### config.mk
export PLATFORM = sky130hd
export DESIGN_NAME = uio_bus_arbiter_flat
export DESIGN_NICKNAME = d
export VERILOG_FILES = /design/src/rtl/uio_bus_arbiter_if.sv /design/src/rtl/uio_bus_arbiter.sv /design/src/flat_wrapper.sv
export SDC_FILE = /design/constraint.sdc
export NUM_CORES = 1
export LEC_CHECK = 0
export ABC_AREA = 1
export CORE_MARGIN = 2
export CORE_UTILIZATION = 40
export DETAILED_ROUTE_END_ITERATION = 8
export GPL_TIMING_DRIVEN = 0
export PLACE_DENSITY = 0.83
export SKIP_LAST_GASP = 1
export SLEW_MARGIN = 10
export SYNTH_ARGS = -nofsm -noshare
export SYNTH_HDL_FRONTEND = slang
export SYNTH_SLANG_ARGS = --single-unit
### constraint.sdc
create_clock -name clk -period 1.8 [get_ports clk]
set_clock_uncertainty 0.15 [all_clocks]
set_input_delay 0.18 -clock clk [delete_from_list [all_inputs] [get_ports clk]]
set_output_delay 0.18 -clock clk [all_outputs]
set_load 0.1 [all_outputs]
### src/rtl/uio_bus_arbiter_if.sv
// uio_bus_arbiter_if: requester handshake and uio pad bus shared between core logic and arbiter.
interface uio_bus_arbiter_if;
  logic [1:0] req;
  logic [1:0] wr;
  logic [7:0] wdata0;
  logic [7:0] wdata1;
  logic [1:0] gnt;
  logic [1:0] ack;
  logic [7:0] rdata;
  logic [7:0] uio_in;
  logic [7:0] uio_out;
  logic [7:0] uio_oe;
  modport master (output req, wr, wdata0, wdata1, uio_in, input gnt, ack, rdata, uio_out, uio_oe);
  modport slave (input req, wr, wdata0, wdata1, uio_in, output gnt, ack, rdata, uio_out, uio_oe);
endinterface

### src/rtl/uio_bus_arbiter.sv
// uio_bus_arbiter: round-robin sharing of the uio pad bus between two requesters,
// with turnaround on direction change and a bounded hold while the other waits.
module uio_bus_arbiter #(
  parameter int TURN_CYCLES = 1,
  parameter int MAX_HOLD = 4
) (
  input logic clk,
  input logic rst,
  input logic ena,
  uio_bus_arbiter_if.slave bus
);
  localparam int CW = $clog2(MAX_HOLD + 1);
  localparam int TW = $clog2(TURN_CYCLES + 1);
  typedef enum logic [1:0] {IDLE, TURN, XFER} state_t;
  state_t r_state;
  logic r_owner;
  logic r_last_owner;
  logic r_dir;
  logic [TW-1:0] r_turn;
  logic [CW-1:0] r_beats;
  logic [1:0] r_ack;
  logic [7:0] r_rdata;
  logic w_win;
  logic w_beat;
  logic w_drive;
  logic [1:0] w_onehot;
  logic [7:0] w_wdata;
  logic [CW-1:0] w_beats_nx;
  // A tie goes to whoever did not own the bus last.
  assign w_win = (bus.req == 2'b11) ? ~r_last_owner : bus.req[1];
  assign w_onehot = {r_owner, ~r_owner};
  assign w_wdata = r_owner ? bus.wdata1 : bus.wdata0;
  assign w_beat = (r_state == XFER) && ena && bus.req[r_owner] && (bus.wr[r_owner] == r_dir);
  assign w_drive = w_beat && r_dir;
  assign w_beats_nx = (r_beats == CW'(MAX_HOLD)) ? r_beats : r_beats + CW'(1);
  assign bus.gnt = (r_state == XFER) ? w_onehot : 2'b00;
  assign bus.uio_oe = w_drive ? 8'hFF : 8'h00;
  assign bus.uio_out = w_drive ? w_wdata : 8'h00;
  assign bus.ack = r_ack;
  assign bus.rdata = r_rdata;
  always_ff @(posedge clk) begin
    if (rst) begin
      r_state <= IDLE;
      r_owner <= 1'b0;
      r_last_owner <= 1'b1;
      r_dir <= 1'b0;
      r_turn <= '0;
      r_beats <= '0;
      r_ack <= 2'b00;
      r_rdata <= 8'h00;
    end else begin
      r_ack <= 2'b00;
      case (r_state)
        IDLE: if (ena && |bus.req) begin
          r_owner <= w_win;
          if (bus.wr[w_win] == r_dir) r_state <= XFER;
          else begin
            r_dir <= bus.wr[w_win];
            r_turn <= TW'(TURN_CYCLES);
            r_state <= TURN;
          end
        end
        TURN: if (!ena || !bus.req[r_owner]) begin
          r_state <= IDLE;
          r_last_owner <= r_owner;
        end else if (r_turn == TW'(1)) r_state <= XFER;
        else r_turn <= r_turn - TW'(1);
        XFER: if (w_beat) begin
          r_ack <= w_onehot;
          if (!r_dir) r_rdata <= bus.uio_in;
          r_beats <= w_beats_nx;
          // Yield only once the hold budget is spent and the other side is waiting.
          if (w_beats_nx == CW'(MAX_HOLD) && bus.req[~r_owner]) begin
            r_state <= IDLE;
            r_last_owner <= r_owner;
            r_beats <= '0;
          end
        end else begin
          r_state <= IDLE;
          r_last_owner <= r_owner;
          r_beats <= '0;
        end
        default: r_state <= IDLE;
      endcase
    end
  end
endmodule
### src/flat_wrapper.sv
// flat-port wrapper written by rule: the top's interface ports become plain ports
module uio_bus_arbiter_flat 
#(
  parameter int TURN_CYCLES = 1,
  parameter int MAX_HOLD = 4
)
  (clk, rst, ena, bus_req, bus_wr, bus_wdata0, bus_wdata1, bus_uio_in, bus_gnt, bus_ack, bus_rdata, bus_uio_out, bus_uio_oe);
  uio_bus_arbiter_if bus_i ();
  input logic clk;
  input logic rst;
  input logic ena;
  input wire logic [$bits(bus_i.req)-1:0] bus_req;
  input wire logic [$bits(bus_i.wr)-1:0] bus_wr;
  input wire logic [$bits(bus_i.wdata0)-1:0] bus_wdata0;
  input wire logic [$bits(bus_i.wdata1)-1:0] bus_wdata1;
  input wire logic [$bits(bus_i.uio_in)-1:0] bus_uio_in;
  output wire logic [$bits(bus_i.gnt)-1:0] bus_gnt;
  output wire logic [$bits(bus_i.ack)-1:0] bus_ack;
  output wire logic [$bits(bus_i.rdata)-1:0] bus_rdata;
  output wire logic [$bits(bus_i.uio_out)-1:0] bus_uio_out;
  output wire logic [$bits(bus_i.uio_oe)-1:0] bus_uio_oe;
  assign bus_i.req = bus_req;
  assign bus_i.wr = bus_wr;
  assign bus_i.wdata0 = bus_wdata0;
  assign bus_i.wdata1 = bus_wdata1;
  assign bus_i.uio_in = bus_uio_in;
  assign bus_gnt = bus_i.gnt;
  assign bus_ack = bus_i.ack;
  assign bus_rdata = bus_i.rdata;
  assign bus_uio_out = bus_i.uio_out;
  assign bus_uio_oe = bus_i.uio_oe;
  uio_bus_arbiter #(.TURN_CYCLES(TURN_CYCLES), .MAX_HOLD(MAX_HOLD)) u_core (.clk(clk), .rst(rst), .ena(ena), .bus(bus_i));
endmodule
==> results of run 1 <==
## power by group
group          internal (mW)  leakage [nW]  switching (mW)
Clock                 0.0831        0.0177           0.137
Combinational          0.229         0.776           0.350
Sequential             0.457         0.157          0.0293
Total                  0.769         0.951           0.517
## registers in the layout (all words and copies together), names as in the netlist
register / flops
u_core.bus.rdata: 8
u_core.r_beats: 3
u_core.bus.ack: 2
u_core.r_state: 2
u_core.r_dir: 1
u_core.r_last_owner: 1
u_core.r_owner: 1
u_core.r_turn: 1
## cell families after synthesis
group                      Yosys count  synth area share
and+or+nand+nor                     93             0.354
buffers and inverters               31             0.150
AOI/OAI and AO/OA                   28             0.123
DFF                                 19             0.320
adders and majority gates            5            0.0527
## synth_stat cells
master,count,share of area
a21oi_1,22,0.093
inv_6,1,0.0074
o21ai_0,4,0.017
dfxtp_1,19,0.32
nor2_1,7,0.022
buf_4,9,0.057
or2_2,1,0.0053
nand3_1,20,0.084
nand3_2,3,0.025
nor2_4,1,0.0095
nand4_1,2,0.011
inv_1,16,0.051
nand2_2,4,0.021
nor2_2,1,0.0053
buf_6,3,0.028
clkbuf_1,2,0.0063
ha_1,5,0.053
o21bai_1,1,0.0063
nand2_1,54,0.17
o32ai_1,1,0.0074
## layer usage
metal / share of wire / vias to the layer above / track usage
met2: 0.55 / 44 / 0.403
li1: - / 714 / -
met5: 0 / - / 0
met4: 0.034 / 0 / 0.103
met1: 0.38 / 679 / 0.284
met3: 0.033 / 16 / 0.0440
## final timing paths
path	endpoint	slack [ns]	cells past startpoint
worst max-delay path	bus_uio_oe[0]	-0.22	9
worst min-delay path	u_core.r_owner	0.22	3
worst max register to register	u_core.r_state[1]	0.06	9
worst min register to register	u_core.bus.rdata[7]	0.32	2
## cell type report
type / instances / area, µm² / area share
buffer: 13 / 129 / 0.0576
multi-input combinational: 127 / 751 / 0.335
tap: 31 / 38.8 / 0.0173
clock buffer: 3 / 22.5 / 0.0101
timing repair buffer: 70 / 823 / 0.368
sequential: 19 / 393 / 0.176
clock inverter: 1 / 5.00 / 0.00224
inverter: 17 / 76.3 / 0.0341
## metrics by stage
step / area [µm²] / setup WS [ns]
6_report: 2240 / -0.220
3_3_place_gp: 1850 / -1.33
5_1_grt: 2240 / -0.301
2_1_floorplan: 1230 / -0.336
3_5_place_dp: 1850 / -1.35
4_1_cts: 2140 / -0.198
## repair_timing
item	CTS	global route
gates resized for setup	200	24
buffers inserted	7	5
gates cloned	1	0
setup endpoints to repair	28	23
pin swaps	4	7
## critical path, delay by kind of cell (launching register included)
kind | cells | cell delay [ns]
flops | 1 | 0.40
buf+inv | 4 | 0.46
simple gates | 5 | 0.52
==> run_results.csv, run 1 <==
group,metric,value,unit
worst_setup_path,regToRegStartpoint,"u_core.r_beats[0]",
sta,fmax,0.495,GHz
cells_and_area,layout.cells.most_common_list,"nand2_1 (49), clkdlybuf4s50_1 (29), nand3_1 (18)",
cells_and_area,n_antenna_cell,0,
cells_and_area,utilization,0.805,
worst_setup_path,critPathKind,"reg2out",
synth,post_synthesis_cell_area,0.00119,mm²
sta,timing_worst_slew_pin_value,0.556,ns
clock_network,cts_tree,"yes",
min_path,hold_path.class,"in2reg",
min_path,hold_path_startpoint,"bus_req[1]",
global_routing,grt_start_max_net_pins,12,
global_routing,grt_overflow_total,0,
sta,timing.final.max_slew_violations,0,
detailed_routing,route.detailed.wl_per_inst,14.5,µm
sta,setup_slack,-0.220,ns
synth,ys_warn_count,0,
clock_network,clk-insertion-delay-late,0.31,ns
die,die_area,0.00342,mm²
cells_and_area,final_common_cell,"nand2_1",
cells_and_area,n_fill_cell,168,
die,core_region_area,0.00278,mm²
global_routing,global_route.usage.total,0.235,
sta,final_hold_viol_count,0,
placement,dp_hpwl,2520,µm
pwr,total_power,1.29,mW
detailed_routing,via_count,1453,
clock_network,numCtsBuffers,3,
placement,global_placer_s_final_weighted_congestion,0.848,
detailed_routing,detail_route.drc_violations,0,
synth,synth_cell_types,20,
worst_setup_path,timing.critical_path.from_type,"register",
die,die_x,58.5,µm
die,pin_count,59,
global_routing,grt_first_pass_wirelength,6100,µm
sta,layout_worst_path_cycle_share,1.12,
detailed_routing,post_dr_vias_cell,5.17,
pwr,vdd.ir_drop.worst,0.000826,V
die,number_of_core_rows,19,
sta,grt_setup_unrepaired,"true",
worst_setup_path,worst-endpoint-required,1.47,ns
synth,post_synth.cell_area_avg,6.75,µm²
global_routing,first_global_vias,1268,
synth,synth_seq_area_share,0.320,
worst_setup_path,worstSetupStartpoint,"u_core.r_owner",
sta,slew_headroom,0.631,
worst_setup_path,timing.critical_path.fanout_max,8,
worst_setup_path,peak_per_stage_delay_on_the_critical_path,0.40,ns
pwr,power_leakage,0.951,nW
cells_and_area,layoutNonFillerInstCount,281,
detailed_routing,route.antenna.remaining_nets,0,
synth,post_synthesis_net_count,212,
worst_setup_path,crit_chain,"clkinv_4, nand2_2, nand2_2, nand3_2, nor2_4, nand2_4, inv_8, buf_6, buf_12",
placement,port_buffers,58,
flow_run,max-cap-violations,0,
clock_network,clk_transition_reported_paths,0.11,ns
cells_and_area,area_growth,88.5,%
run_status,violations,"negative setup slack",
placement,numPlacedInstances,265,
global_routing,initial_antenna_violation_count,0,
cells_and_area,post_route_cells_drive_above_1_share,0.372,
die,start_util,0.427,
detailed_routing,drtIter0Drc,64,
clock_network,cts_root_buffer,"clkbuf_4",
run_status,status,"complete, but fails checks",
clock_network,htreeDepth,1,
synth,postSynthCellCount,176,
worst_setup_path,most_used_cell_along_the_critical_path,"nand2_2",
worst_setup_path,cp_data_arrival_time,1.69,ns
sta,finalSetupViolCount,16,
detailed_routing,drt_first_pass_iters,4,
sta,totalNegativeSetupSlack,-3.21,ns
clock_network,tritoncts_num_sinks,19,
clock_network,post_cts_hold_buffer_count,0,
detailed_routing,finalWirelength,4090,µm
synth,yosys_register_bits,19,
clock_network,max-clock-path-buffers,2,
sta,hold_ws,0.225,ns
cells_and_area,final_net_count,287,
worst_setup_path,critical-path-slowest-cell,"dfxtp_4",
sta,period_needed,2.02,ns
die,die_height,58.5,µm
worst_setup_path,crit_path_end_kind,"output port",
pwr,p_per_area,575,mW/mm²
No activity file was read; power rests on OpenSTA's default activity.
==> run 2, diff against run 1 <==
--- a/config.mk
+++ b/config.mk
@@ -7,10 +7,11 @@
 export LEC_CHECK = 0
 export ABC_AREA = 1
 export CORE_MARGIN = 2
-export CORE_UTILIZATION = 40
+export CORE_UTILIZATION = 41
+export CTS_BUF_LIST = sky130_fd_sc_hd__clkbuf_4
 export DETAILED_ROUTE_END_ITERATION = 8
 export GPL_TIMING_DRIVEN = 0
-export PLACE_DENSITY = 0.83
+export PLACE_DENSITY = 0.85
 export SKIP_LAST_GASP = 1
 export SLEW_MARGIN = 10
 export SYNTH_ARGS = -nofsm -noshare
==> run_results.csv, run 2 (synthesized netlist as in run 1, its figures left out) <==
group,metric,value,unit
run_status,status,"complete, but fails checks",
run_status,violations,"negative setup slack",
placement,preCtsSetupSlack,-1.34,ns
sta,period_needed,2.04,ns
sta,fmax,0.489,GHz
detailed_routing,route.detailed.wl_per_inst,15.4,µm
global_routing,grt_start_max_net_pins,11,
detailed_routing,route.antenna.remaining_nets,0,
worst_setup_path,crit_path_end_kind,"output port",
cells_and_area,largest_register_ff_count,8,
detailed_routing,post_dr_vias_cell,5.21,
worst_setup_path,critPathKind,"reg2out",
min_path,hold_path.class,"in2reg",
worst_setup_path,worst-endpoint-required,1.47,ns
clock_network,clk_transition_reported_paths,0.09,ns
die,die_height,57.8,µm
pwr,power.clock.fraction,0.174,
global_routing,first_global_vias,1299,
global_routing,grt_overflow_total,0,
detailed_routing,detail_route.drc_violations,0,
clock_network,numCtsBuffers,3,
pwr,p_per_area,574,mW/mm²
die,number_of_core_rows,19,
sta,timing_worst_slew_pin_value,0.555,ns
detailed_routing,finalWirelength,4330,µm
pwr,p_sw_frac,0.395,
worst_setup_path,worstSetupStartpoint,"u_core.r_owner",
detailed_routing,via_count,1468,
sta,layout_worst_path_cycle_share,1.14,
flow_run,max-cap-violations,0,
min_path,hold_path_startpoint,"bus_req[0]",
global_routing,initial_antenna_violation_count,0,
sta,grt_setup_unrepaired,"true",
cells_and_area,n_antenna_cell,0,
clock_network,max-clock-path-buffers,2,
global_routing,global_route.usage.total,0.222,
clock_network,clk-insertion-delay-late,0.30,ns
global_routing,grt_first_pass_wirelength,5830,µm
placement,port_buffers,58,
die,core_region_area,0.00276,mm²
worst_setup_path,timing.critical_path.fanout_max,6,
pwr,vdd.ir_drop.worst,0.000879,V
clock_network,cts_tree,"yes",
cells_and_area,layout.cells.most_common_list,"nand2_1 (51), clkdlybuf4s50_1 (27), nand3_1 (19)",
detailed_routing,drtIter0Drc,67,
cells_and_area,final_net_count,288,
die,pin_count,59,
cells_and_area,final_common_cell,"nand2_1",
sta,finalSetupViolCount,19,
worst_setup_path,cp_data_arrival_time,1.71,ns
clock_network,tritoncts_num_sinks,19,
worst_setup_path,regToRegStartpoint,"u_core.r_beats[1]",
detailed_routing,drt_first_pass_iters,4,
pwr,power_leakage,0.969,nW
pwr,p_int,0.785,mW
sta,setup_slack,-0.243,ns
cells_and_area,utilization,0.821,
cells_and_area,area_growth,90.6,%
clock_network,cts_root_buffer,"clkbuf_4",
worst_setup_path,timing.critical_path.from_type,"register",
placement,dp_hpwl,2490,µm
die,start_util,0.431,
clock_network,post_cts_hold_buffer_count,0,
sta,hold_ws,0.166,ns
die,die_area,0.00334,mm²
pwr,net_sw_power,0.513,mW
cells_and_area,post_route_cells_drive_above_1_share,0.359,
sta,final_hold_viol_count,0,
die,die_x,57.8,µm
pwr,comb_power_share,0.452,
sta,slew_headroom,0.631,
sta,timing.final.max_slew_violations,0,
pwr,p_seq_frac,0.374,
placement,global_placer_s_final_weighted_congestion,0.819,
clock_network,htreeDepth,1,
pwr,total_power,1.30,mW
## run 2: per-stage QoR
step	cell area, µm²	std cells	TNS, ns
2_1_floorplan	1230	176	-2.39
3_3_place_gp	1850	265	-21.32
3_5_place_dp	1850	265	-21.46
4_1_cts	2130	275	-3.37
5_1_grt	2260	282	-5.13
6_report	2260	282	-3.58
## run 2: worst paths after layout
| path | end | slack [ns] | cells past startpoint |
|---|---|---|---|
| setup reg to reg | u_core.r_state[1] | -0.08 | 9 |
| hold reg to reg | u_core.bus.rdata[3] | 0.32 | 2 |
| hold / removal | u_core.r_owner | 0.17 | 4 |
| setup / recovery | bus_uio_out[6] | -0.24 | 9 |
## run 2: routing by layer
metal | up-vias | GRT usage | routed length, µm
met3 | 12 | 0.0313 | 158
met2 | 48 | 0.412 | 2420
li1 | 718 | - | -
met1 | 690 | 0.261 | 1650
met5 | - | 0 | 0
met4 | 0 | 0.0664 | 100
## run 2: what timing repair did
item / 4_1_cts / 5_1_grt
endpoints found under the setup margin: 28 / 24
gates cloned: 1 / 0
resized for setup: 196 / 28
pin swaps: 1 / 4
setup buffers: 6 / 7
endpoints found under the hold margin: 0 / 0
## run 2: power by group through the flow
stage | Combinational, mW | Sequential [mW] | Clock (mW)
final | 0.587 | 0.485 | 0.226
after global routing | 0.634 | 0.490 | 0.251
after CTS | 0.522 | 0.488 | 0.232
after detailed placement | 0.501 | 0.482 | 0
after global placement | 0.491 | 0.481 | 0
after floorplan | 0.320 | 0.513 | 0
## run 2: area by class of cell
| class | instances | area [µm²] |
|---|---|---|
| Buffer | 13 | 131 |
| Timing Repair Buffer | 71 | 828 |
| Inverter | 17 | 72.6 |
| Sequential cell | 19 | 392 |
| Clock buffer | 4 | 30.0 |
| Multi-Input combinational cell | 127 | 771 |
| Tap cell | 31 | 38.8 |
| Fill cell | 148 | 494 |
## run 2: worst max-delay path: stages (launching register included)
cell and delay [ns]:
dfxtp_4 0.39, inv_6 0.06, nand2_2 0.05, nand2_2 0.08, nand3_2 0.08, nor2_4 0.15, buf_4 0.15, nand2_4 0.10
a21oi_4 0.17, buf_12 0.19
==> run 3, diff against run 2 <==
--- a/config.mk
+++ b/config.mk
@@ -6,6 +6,7 @@
 export NUM_CORES = 1
 export LEC_CHECK = 0
 export ABC_AREA = 1
+export CORE_ASPECT_RATIO = 0.7
 export CORE_MARGIN = 2
 export CORE_UTILIZATION = 41
 export CTS_BUF_LIST = sky130_fd_sc_hd__clkbuf_4
==> run_results.csv, run 3 (synthesized netlist as in run 1, its figures left out) <==
group,metric,value,unit
run_status,status,"complete, but fails checks",
run_status,violations,"negative setup slack",
pwr,vdd.ir_drop.worst,0.000496,V
clock_network,cts_tree,"yes",
die,start_util,0.427,
placement,global_placer_s_final_weighted_congestion,0.805,
sta,fmax,0.457,GHz
detailed_routing,route.detailed.wl_per_inst,18.2,µm
cells_and_area,area_growth,95.2,%
detailed_routing,detail_route.drc_violations,0,
clock_network,htreeDepth,1,
min_path,hold_path.class,"in2reg",
detailed_routing,via_count,1595,
clock_network,clk-insertion-delay-late,0.31,ns
sta,period_needed,2.19,ns
flow_run,max-cap-violations,0,
global_routing,grt_overflow_total,0,
worst_setup_path,critPathKind,"in2out",
worst_setup_path,r2r-end,"u_core.r_beats[2]",
die,die_area,0.00335,mm²
global_routing,initial_antenna_violation_count,0,
detailed_routing,route.antenna.remaining_nets,0,
detailed_routing,drt_first_pass_iters,5,
clock_network,max-clock-path-buffers,2,
worst_setup_path,crit_path_end_kind,"output port",
global_routing,first_global_vias,1387,
placement,port_buffers,58,
pwr,p_per_area,576,mW/mm²
min_path,hold_path_startpoint,"bus_uio_in[0]",
die,die_x,68.3,µm
sta,setup_slack,-0.390,ns
cells_and_area,final_net_count,286,
cells_and_area,final_instance_area,0.00232,mm²
sta,totalNegativeSetupSlack,-5.75,ns
sta,finalSetupViolCount,18,
detailed_routing,post_dr_vias_cell,5.60,
min_path,hold_path_depth,3,
die,number_of_core_rows,16,
placement,dp_hpwl,2620,µm
die,die_height,49.0,µm
worst_setup_path,timing.reg2reg.setup_slack,-0.01,ns
detailed_routing,drtIter0Drc,126,
clock_network,cts_root_buffer,"clkbuf_4",
die,pin_count,59,
cells_and_area,largest_register_ff_count,8,
sta,grt_setup_unrepaired,"true",
cells_and_area,final_common_cell,"nand2_1",
min_path,timing.hold.worst_endpoint,"u_core.bus.rdata[0]",
worst_setup_path,reg2regPathDepth,8,
cells_and_area,post_route_cells_drive_above_1_share,0.353,
clock_network,clk_transition_reported_paths,0.11,ns
global_routing,grt_start_max_net_pins,12,
clock_network,post_cts_hold_buffer_count,0,
global_routing,grt_first_pass_wirelength,6580,µm
sta,layout_worst_path_cycle_share,1.22,
worst_setup_path,timing.critical_path.fanout_max,8,
placement,area_after_dpl,0.00186,mm²
cells_and_area,n_antenna_cell,0,
worst_setup_path,worst-endpoint-required,1.47,ns
cells_and_area,utilization,0.833,
worst_setup_path,regToRegStartpoint,"u_core.r_beats[0]",
cells_and_area,layout.cells.most_common_list,"nand2_1 (52), clkdlybuf4s50_1 (30), nand3_1 (18)",
worst_setup_path,timing.critical_path.from_type,"primary input",
detailed_routing,finalWirelength,5180,µm
clock_network,numCtsBuffers,3,
pwr,power_leakage,0.942,nW
global_routing,global_route.usage.total,0.262,
clock_network,tritoncts_num_sinks,19,
sta,timing_worst_slew_pin_value,0.947,ns
die,core_region_area,0.00278,mm²
sta,final_hold_viol_count,0,
worst_setup_path,cp_data_arrival_time,1.86,ns
sta,hold_ws,0.301,ns
placement,preCtsSetupSlack,-1.39,ns
sta,timing.final.max_slew_violations,0,
sta,slew_headroom,0.371,
## run 3: worst max-delay path: stages
cell and delay, ns:
clkdlybuf4s50_1 0.59, nand2_1 0.13, nand2_2 0.09, nand3_2 0.09, nor2_4 0.17, nand2_4 0.10
clkinvlp_4 0.20, buf_6 0.14, buf_12 0.16
## run 3: how the worst max path moves through the flow
stage                         startpoint        endpoint  slack, ns
final                         bus_req[1]   bus_uio_oe[7]      -0.39
after detailed placement      bus_req[1]   bus_uio_oe[7]      -1.39
after CTS                 u_core.r_owner   bus_uio_oe[7]      -0.32
after global placement        bus_req[1]   bus_uio_oe[3]      -1.35
after floorplan           u_core.r_owner  bus_uio_out[0]      -0.34
after global routing          bus_req[1]   bus_uio_oe[3]      -0.44
## run 3: metal layers
layer,routed length (µm),share of wire,GRT usage
met5,0,0,0
met2,2590,0.50,0.442
met4,317,0.061,0.0767
met1,1890,0.36,0.326
met3,386,0.074,0.0647
## run 3: power breakdown
part,internal [mW],switching (mW)
combinational,0.233,0.378
clock,0.0833,0.141
sequential,0.456,0.0425
## run 3: cell type report
class                   instances  area, µm²
repair buffers                 69        861
plain buffers                  13        133
clock inverters                 1       5.00
flip-flops and latches         19        392
inverters                      17       72.6
multi-input cells             127        787
clock buffers                   3       22.5
well taps                      36       45.0
fillers                       147        465
## run 3: metrics by stage
stage	power, mW	cells
2_1_floorplan	0.832	176
3_3_place_gp	0.974	270
3_5_place_dp	0.984	270
4_1_cts	1.25	281
5_1_grt	1.39	285
6_report	1.33	285
## run 3: what timing repair did
item,4_1_cts,5_1_grt
hold endpoints to repair,0,0
pin swaps,2,7
endpoints found under the setup margin,28,30
setup buffers,6,5
gates resized for setup,188,33
gates cloned,1,1
